<file path="config.mk">
export PLATFORM = sky130hd
export DESIGN_NAME = vc_wbuf
export DESIGN_NICKNAME = d
export VERILOG_FILES = /design/src/rtl/vc_wbuf.sv
export SDC_FILE = /design/constraint.sdc
export NUM_CORES = 1
export LEC_CHECK = 0
export CELL_PAD_IN_SITES_DETAIL_PLACEMENT = 1
export CELL_PAD_IN_SITES_GLOBAL_PLACEMENT = 1
export CORE_ASPECT_RATIO = 1.1
export CORE_UTILIZATION = 36
export CTS_CLUSTER_SIZE = 8
export DETAILED_ROUTE_END_ITERATION = 8
export PLACE_DENSITY_LB_ADDON = 0.1
export SETUP_SLACK_MARGIN = 0.1
export SYNTH_ARGS = -nofsm -noshare
export SYNTH_HDL_FRONTEND = slang
export SYNTH_SLANG_ARGS = --single-unit
</file>
<file path="constraint.sdc">
create_clock -name clk -period 13.28 [get_ports clk]
set_input_delay 1.328 -clock clk [delete_from_list [all_inputs] [get_ports clk]]
set_output_delay 1.328 -clock clk [all_outputs]
set_load 0.01 [all_outputs]
</file>
<file path="src/rtl/vc_wbuf.sv">
// vc_wbuf: posted write buffer with tail merging and drain-before-read ordering
// between the vc CPU core and the 8-bit external bus bridge.
module vc_wbuf #(
    parameter int DEPTH = 4,
    parameter int RV    = 16
) (
    input  logic          clk,
    input  logic          rst_n,
    input  logic [14:0]   raddr,
    input  logic          rreq,
    output logic [RV-1:0] rdata,
    output logic          rdone,
    input  logic [14:0]   waddr,
    input  logic [1:0]    wmask,
    input  logic [RV-1:0] wdata,
    output logic          wdone,
    output logic [14:0]   m_raddr,
    output logic          m_rreq,
    input  logic [RV-1:0] m_rdata,
    input  logic          m_rdone,
    output logic [14:0]   m_waddr,
    output logic [1:0]    m_wmask,
    output logic [RV-1:0] m_wdata,
    input  logic          m_wdone,
    output logic          wb_empty
);
    localparam int AW = $clog2(DEPTH);

    typedef enum logic [1:0] {R_IDLE, R_DRAIN, R_WAIT, R_DONE} rstate_t;

    rstate_t       rs, rs_n;
    logic [14:0]   addr_q [DEPTH];
    logic [1:0]    mask_q [DEPTH];
    logic [RV-1:0] data_q [DEPTH];
    logic [14:0]   addr_n [DEPTH];
    logic [1:0]    mask_n [DEPTH];
    logic [RV-1:0] data_n [DEPTH];
    logic [AW-1:0] head, tail, last, head_n, idx;
    logic [AW:0]   count, count_n;
    logic          merge, accept, push, pop;

    // The tail entry is only mergeable once it is no longer the in-flight head.
    assign last    = tail - AW'(1);
    assign merge   = count >= (AW+1)'(2) && waddr == addr_q[last];
    assign accept  = |wmask && !wdone && (rs == R_IDLE || rs == R_DONE)
                     && (count < (AW+1)'(DEPTH) || merge);
    assign push    = accept && !merge;
    assign pop     = m_wdone && count != '0;
    assign count_n = count + (AW+1)'(push) - (AW+1)'(pop);
    assign head_n  = head + AW'(pop);
    assign idx     = merge ? last : tail;

    always_comb begin
        addr_n = addr_q;
        mask_n = mask_q;
        data_n = data_q;
        if (accept) begin
            addr_n[idx]         = waddr;
            mask_n[idx]         = merge ? mask_q[idx] | wmask : wmask;
            data_n[idx][7:0]    = (wmask[0] || !merge) ? wdata[7:0] : data_q[idx][7:0];
            data_n[idx][RV-1:8] = (wmask[1] || !merge) ? wdata[RV-1:8] : data_q[idx][RV-1:8];
        end
    end

    always_ff @(posedge clk) begin
        addr_q <= addr_n;
        mask_q <= mask_n;
        data_q <= data_n;
    end

    always_comb begin
        rs_n = rs;
        case (rs)
            R_IDLE:  if (rreq && !rdone) rs_n = R_DRAIN;
            R_DRAIN: if (count == '0 && !accept) rs_n = R_WAIT;
            R_WAIT:  if (m_rdone) rs_n = R_DONE;
            default: rs_n = R_IDLE;
        endcase
    end

    // Bridge outputs are loaded from the post-edge FIFO view so they never go stale.
    always_ff @(posedge clk or negedge rst_n) begin
        if (!rst_n) begin
            rs       <= R_IDLE;
            head     <= '0;
            tail     <= '0;
            count    <= '0;
            wdone    <= 1'b0;
            m_waddr  <= '0;
            m_wmask  <= '0;
            m_wdata  <= '0;
            wb_empty <= 1'b1;
            m_raddr  <= '0;
            m_rreq   <= 1'b0;
            rdata    <= '0;
            rdone    <= 1'b0;
        end else begin
            rs       <= rs_n;
            head     <= head_n;
            tail     <= tail + AW'(push);
            count    <= count_n;
            wdone    <= accept;
            m_wmask  <= count_n != '0 ? mask_n[head_n] : 2'b00;
            wb_empty <= count_n == '0;
            rdone    <= rs == R_WAIT && m_rdone;
            if (count_n != '0) begin
                m_waddr <= addr_n[head_n];
                m_wdata <= data_n[head_n];
            end
            if (rs == R_WAIT && m_rdone) begin
                rdata  <= m_rdata;
                m_rreq <= 1'b0;
            end
            if (rs == R_DRAIN && rs_n == R_WAIT) begin
                m_raddr <= raddr;
                m_rreq  <= 1'b1;
            end
        end
    end
endmodule

</file>
==> impl_metrics.toml, run 1 <==
[run_status]
outcome = "complete, but fails checks"
violations = "DRC"

[timing]
setup_slack_ps = 6890
rsz0062_at_grt = "no"
slew_headroom = 0.197
fin_crit_sh = 0.481
fmax_mhz = 157
slew_violations = 0
tightest_slew_ps = 1180
fin_skew_ps = 14.4
tns_ps = 0
period_needed_ps = 6390
hold_viol_final = 0
setup_viol = 0

[power_and_ir_drop]
switchingPower_w = 0.00159
peakVddDrop_uv = 148
swShare = 0.413
internal-power_w = 0.00227
seqPwrFrac = 0.305
p_leak_nw = 5.37
comb_power_share = 0.511
clkPwrFrac = 0.185
p_per_area_nw_per_um2 = 294
p_total_w = 0.00386

[detailed_routing]
wirelength_mm = 34.1
viasPerCell = 5.49
num_vias = 8967
ant_nets = 0
initialDrtViolationCount = 398
drtPass1Iterations = 7
drcViolationCount = 12
wl_per_cell_um = 20.9

[cells_and_area]
finalInstanceArea_um2 = 13200
fin_nets = 1324
final_cell_mix = "nand2_1 (215), clkdlybuf4s50_1 (135), dfxtp_1 (132), mux2_2 (112), dfrtp_1 (74)"
drive_gt1_frac = 0.158
fillers = 3298
seq_area_um2 = 4570
diodes = 0
multiInputGateArea_um2 = 5660
stdcell_count = 1634
area_delta_synth_final_pct = 22.9
mostFrequentLayoutCell = "nand2_1"

[floorplanning]
start_util = 0.370
dieWidth_um = 166
fp-row-count = 65
die-height_um = 183
dieArea_um2 = 30400
io_pins = 137
core-area_um2 = 29000

[synthesis]
synth_xor_area_frac = 0.0172
synth_edf_count = 0
syn_area_per_cell_um2 = 9.34
synth_nets = 1227
synthArstFlopShare = 0.368
syn_area_um2 = 10700
synth_seq_area_share = 0.427
ys_ff_latch = 209
synth.top_cells.by_area = "dfxtp_1 (25%), dfrtp_1 (18%), mux2_2 (12%)"
synthMuxAreaShare = 0.210
synth_top_cell_by_area = "dfxtp_1"
synth_top_area_frac = 0.247
ys.flop_type = "dfxtp_1"
synth_compound_gate_area_share = 0.126
yosysWarnings = 0
syn_inst = 1147
synth-adder-area-share = 0.0136
synth-simple-area-share = 0.158
synth_top_family_by_area = "multiplexers"
ys_types = 63

[clocking]
path_clk_slew_ps = 50
cts_sinks = 209
clockBufferDepth = 3
cts_buffers = 30
clock_latency_ps = 550
cts_hold_buffers = 0
cts-root-buf = "clkbuf_16"
cts.repair.resized = 0
cts_tree = "done"
htreeDepth = 1
cts_setup_buffers = 0

[global_routing]
track_usage = 0.223
grt_max_degree = 66
grt_pass1_vias = 9499
grt_pass1_wl_mm = 53.7
gr-total-overflow = 0
antenna_found_initial = 0

[place]
gp_congestion = 0.763
placed_cell_area_um2 = 12300
dp_hpwl_mm = 21.4
dp_cells = 1580
portBuffers = 136
post-place-ws_ps = 6340

[flow_run]
cap_violations = 0

[setup_path]
critPathRequiredTime_ps = 13710
crit_chain = "clkdlybuf4s50_1 > xor2_1 > a31oi_1 > a2111oi_2 > nand3_4 > a21oi_1 > nand2_1 > ha_1 > inv_1 > ha_1 > fa_1 > nor3_2 > buf_4 > nor2_2 > buf_4 > a32o_1 > a221o_1"
critPathArrivalTime_ps = 6820
slowest_delay_ps = 670
slowest_stage = "clkdlybuf4s50_1"
end_kind = "register"
crit_fanout = 36
cp-start-kind = "input pin"
critical_path_class = "input pin to register"

[worst_hold_path]
hold_class = "register to register"
==> final cells by class <==
class                   count  area share
clock buffers              53      0.0652
clock inverters             1    0.000666
inverters                  29     0.00827
multi-input cells         821       0.430
flip-flops and latches    209       0.348
well taps                 368      0.0350
repair buffers            153       0.113
==> power by group through the flow <==
stage                     logic (W)  registers, W  clock network [W]
final                       0.00197       0.00118           0.000714
after global routing        0.00215       0.00122           0.000763
after CTS                   0.00199       0.00118           0.000731
after detailed placement    0.00198       0.00119                  0
after global placement      0.00195       0.00118                  0
after floorplan             0.00129       0.00116                  0
==> sequential cells by signal (all words and copies together), names as in the netlist, 2 cells and up <==
register,flops
m_raddr,15
m_wdata,16
m_waddr,15
addr_q,60
mask_q,8
count,3
head,2
rs,2
tail,2
rdata,16
m_wmask,2
data_q,64
==> metrics by stage <==
| step | hold slack, ps | util |
|---|---|---|
| 4_1_cts | 471 | 0.454 |
| 3_3_place_gp | 446 | 0.425 |
| 2_1_floorplan | 432 | - |
| 6_report | 467 | 0.454 |
| 5_1_grt | 491 | 0.454 |
| 3_5_place_dp | 457 | 0.425 |
==> synthesized netlist by cell type (7+ instances only) <==
| master | instances |
|---|---|
| nand3_1 | 40 |
| a21boi_0 | 7 |
| dfxtp_1 | 132 |
| xnor2_1 | 15 |
| mux2_2 | 112 |
| nor2_1 | 64 |
| buf_2 | 21 |
| inv_1 | 29 |
| mux2i_1 | 61 |
| o221ai_1 | 25 |
| nand2_1 | 215 |
| nand4_1 | 9 |
| or2_2 | 10 |
| a22oi_1 | 7 |
| mux4_2 | 11 |
| dfrtp_1 | 76 |
| buf_1 | 8 |
| a31oi_1 | 9 |
| ha_1 | 10 |
| a21oi_1 | 51 |
| nor3_1 | 26 |
| clkbuf_1 | 50 |
| a32oi_1 | 7 |
| o21ai_0 | 44 |
==> cell families (layout without fill, tap and decap cells) <==
group	count (synthesis)	in the layout
muxes	194	194
adders and majority gates	11	11
and+or+nand+nor	392	392
buffers and inverters	117	236
AOI/OAI and AO/OA	203	203
DFF	209	209
xor gates and xnor gates	21	21
==> per-layer routing <==
metal  vias up  share of wire  global-route usage  wire length (µm)
met1      4502           0.46               0.294             15600
met3        50          0.040              0.0298              1370
met5         -              0                   0                 0
li1       4239              -                   -                 -
met2       176           0.48               0.386             16500
met4         0          0.018              0.0530               619
==> critical path, delay by kind of cell <==
family / cells / cell delay, ps
adder cells (fa/ha/maj): 3 / 990
AND/OR/NAND/NOR: 4 / 1110
buffers and inverters: 4 / 1540
XOR/XNOR: 1 / 190
AO/OA/AOI/OAI: 5 / 1620
==> worst paths after layout <==
path                                  from  slack [ps]  cells past startpoint          end
worst max register to register     tail[1]        6990                     18   m_wdata[9]
worst min register to register  addr_q[30]         470                      2   addr_q[30]
worst max-delay path              waddr[4]        6890                     17   m_wdata[9]
min in group asynchronous            rst_n         630                      1  m_wdata[14]
max in group asynchronous            rst_n       11330                      2      tail[1]
worst min-delay path            addr_q[30]         470                      2   addr_q[30]
Note: power is estimated with default switching activity, not from simulation.
==> inputs of run 2 (changes only) <==
==> constraint.sdc (replaced) <==
create_clock -name clk -period 5.6 [get_ports clk]
set_input_delay 0.56 -clock clk [delete_from_list [all_inputs] [get_ports clk]]
set_output_delay 0.56 -clock clk [all_outputs]
set_load 0.01 [all_outputs]
==> run 2 against run 1 <==
- worst hold slack worse by 27 ps
- the flow still finishes with violations (DRC)
- via count is 0.32% higher
- highest routed layer unchanged
- worst setup slack worse by 6500 ps
- critical path type is now register to register
- cell area is 1.4% higher
- cell count is 1.3% higher
==> impl_metrics.toml, run 2 (synthesized netlist as in run 1, its figures left out) <==
[timing]
fin_crit_sh = 0.931
fmax_mhz = 192
fin_skew_ps = 13.1
rsz0062_at_grt = "no"
hold_viol_final = 0
setup_viol = 0
tns_ps = 0
period_needed_ps = 5210
slew_headroom = 0.409
tightest_slew_ps = 887
slew_violations = 0

[global_routing]
grt_pass1_vias = 9578
antenna_found_initial = 0
grt_max_degree = 63
grt_pass1_wl_mm = 54.6
gr-total-overflow = 0
track_usage = 0.227

[cells_and_area]
mostFrequentLayoutCell = "nand2_1"
fin_nets = 1344
finalInstanceArea_um2 = 13300
final_cell_mix = "nand2_1 (215), clkdlybuf4s50_1 (135), dfxtp_1 (132), mux2_2 (112), dfrtp_1 (74)"
diodes = 0
drive_gt1_frac = 0.169
largest_reg_flops = 64
largestRegisters = "data_q: 64 flops, addr_q: 60 flops"
area_delta_synth_final_pct = 24.5
largest_register = "data_q"

[setup_path]
worst-r2r-setup-slack_ps = 390
r2r_start = "tail[0]"
ff2ff_path_depth = 18
critPathArrivalTime_ps = 5660
critPathRequiredTime_ps = 6050
cp-start-kind = "register"
timing.rr.end = "m_wdata[10]"
slowest_stage = "dfrtp_2"
crit_fanout = 20
slowest_delay_ps = 640
end_kind = "register"
critical_path_class = "register to register"
cp-startpoint = "tail[0]"
crit_chain = "mux4_2 > xnor2_1 > nand4_1 > nor4_2 > nand3_4 > a21oi_1 > nand2_1 > ha_1 > inv_1 > ha_1 > fa_1 > xnor2_1 > nor3_2 > buf_4 > nor2_2 > buf_4 > a32oi_1 > o221ai_1"
endpoint = "m_wdata[10]"

[clocking]
cts_hold_buffers = 1
clock_latency_ps = 550
cts_sinks = 209
htreeDepth = 1
cts_tree = "done"
cts_buffers = 30
clockBufferDepth = 3
cts-root-buf = "clkbuf_16"
cts_setup_buffers = 0
path_clk_slew_ps = 60
cts.repair.resized = 0

[run_status]
violations = "DRC"
outcome = "complete, but fails checks"

[floorplanning]
dieWidth_um = 166
die-height_um = 183
start_util = 0.370
core-area_um2 = 29000
io_pins = 137
dieArea_um2 = 30400
fp-row-count = 65

[power_and_ir_drop]
p_total_w = 0.00925
peakVddDrop_uv = 266
p_leak_nw = 5.48
p_per_area_nw_per_um2 = 694

[place]
dp_hpwl_mm = 22.5
gp_congestion = 0.751
placed_cell_area_um2 = 12500
portBuffers = 136

[detailed_routing]
wirelength_mm = 34.3
viasPerCell = 5.44
drtPass1Iterations = 6
wl_per_cell_um = 20.7
ant_nets = 0
drcViolationCount = 12
num_vias = 8996
initialDrtViolationCount = 455

[worst_hold_path]
hold_class = "input pin to asynchronous set/reset pin"

[flow_run]
cap_violations = 0
run 2: cell types whose count changed in the layout (fill, tap and decap cells not counted), sizes merged:
| cell | delta |
|---|---|
| clkbuf | +1 |
| buf | +19 |
| dlygate4sd3 | +1 |
run 2: power breakdown:
| part | internal, W | total, W | switching [W] |
|---|---|---|---|
| Combinational | 0.00216 | 0.00475 | 0.00258 |
| Sequential | 0.00228 | 0.00280 | 0.000524 |
| Clock | 0.00102 | 0.00170 | 0.000680 |
run 2: how the worst min path moves through the flow:
stage                  end  slack (ps)  cells after the start
2_1_floorplan     count[0]         260                      0
3_3_place_gp    addr_q[35]         450                      2
3_5_place_dp    addr_q[35]         450                      2
4_1_cts        m_wdata[14]         430                      2
5_1_grt        m_wdata[11]         460                      2
6_report       m_wdata[11]         440                      2
run 2: routing by layer:
metal / wire [µm] / GRT usage / vias up
met5: 0 / 0 / -
met4: 594 / 0.0552 / 0
met3: 1180 / 0.0268 / 42
met2: 16700 / 0.395 / 154
met1: 15800 / 0.301 / 4512
li1: - / - / 4288
run 2: stage by stage:
stage          cells  utilization  worst slack, ps  hold WS (ps)
3_5_place_dp    1599        0.430              362           454
6_report        1655        0.461              386           440
5_1_grt         1655        0.461              166           458
4_1_cts         1655        0.461              416           433
2_1_floorplan   1147            -              580           264
3_3_place_gp    1599        0.430              556           446
run 2: area by class of cell:
type / count / area [µm²]
Clock buffer: 54 / 862
Clock inverter: 1 / 8.76
Fill cell: 3292 / 15600
Inverter: 29 / 109
Multi-Input combinational cell: 821 / 5660
Sequential cell: 209 / 4570
Tap cell: 368 / 460
Timing Repair Buffer: 173 / 1660
run 2: critical path: cells and delay by family (launching register included):
kind	cells	cell delay, ps
simple gates	6	1460
buf+inv	3	620
mux	1	570
flops	1	640
fa+ha+maj	3	860
compound gates	3	420
xor+xnor	2	530
==> inputs of run 3 (changes only) <==
--- a/config.mk
+++ b/config.mk
@@ -12,7 +12,7 @@
 export CTS_CLUSTER_SIZE = 8
 export DETAILED_ROUTE_END_ITERATION = 8
 export PLACE_DENSITY_LB_ADDON = 0.1
-export SETUP_SLACK_MARGIN = 0.1
+export SETUP_SLACK_MARGIN = 0.05
 export SYNTH_ARGS = -nofsm -noshare
 export SYNTH_HDL_FRONTEND = slang
 export SYNTH_SLANG_ARGS = --single-unit
==> results of run 3 <==
The final DEF is identical to that of run 2; final timing and power are the same.
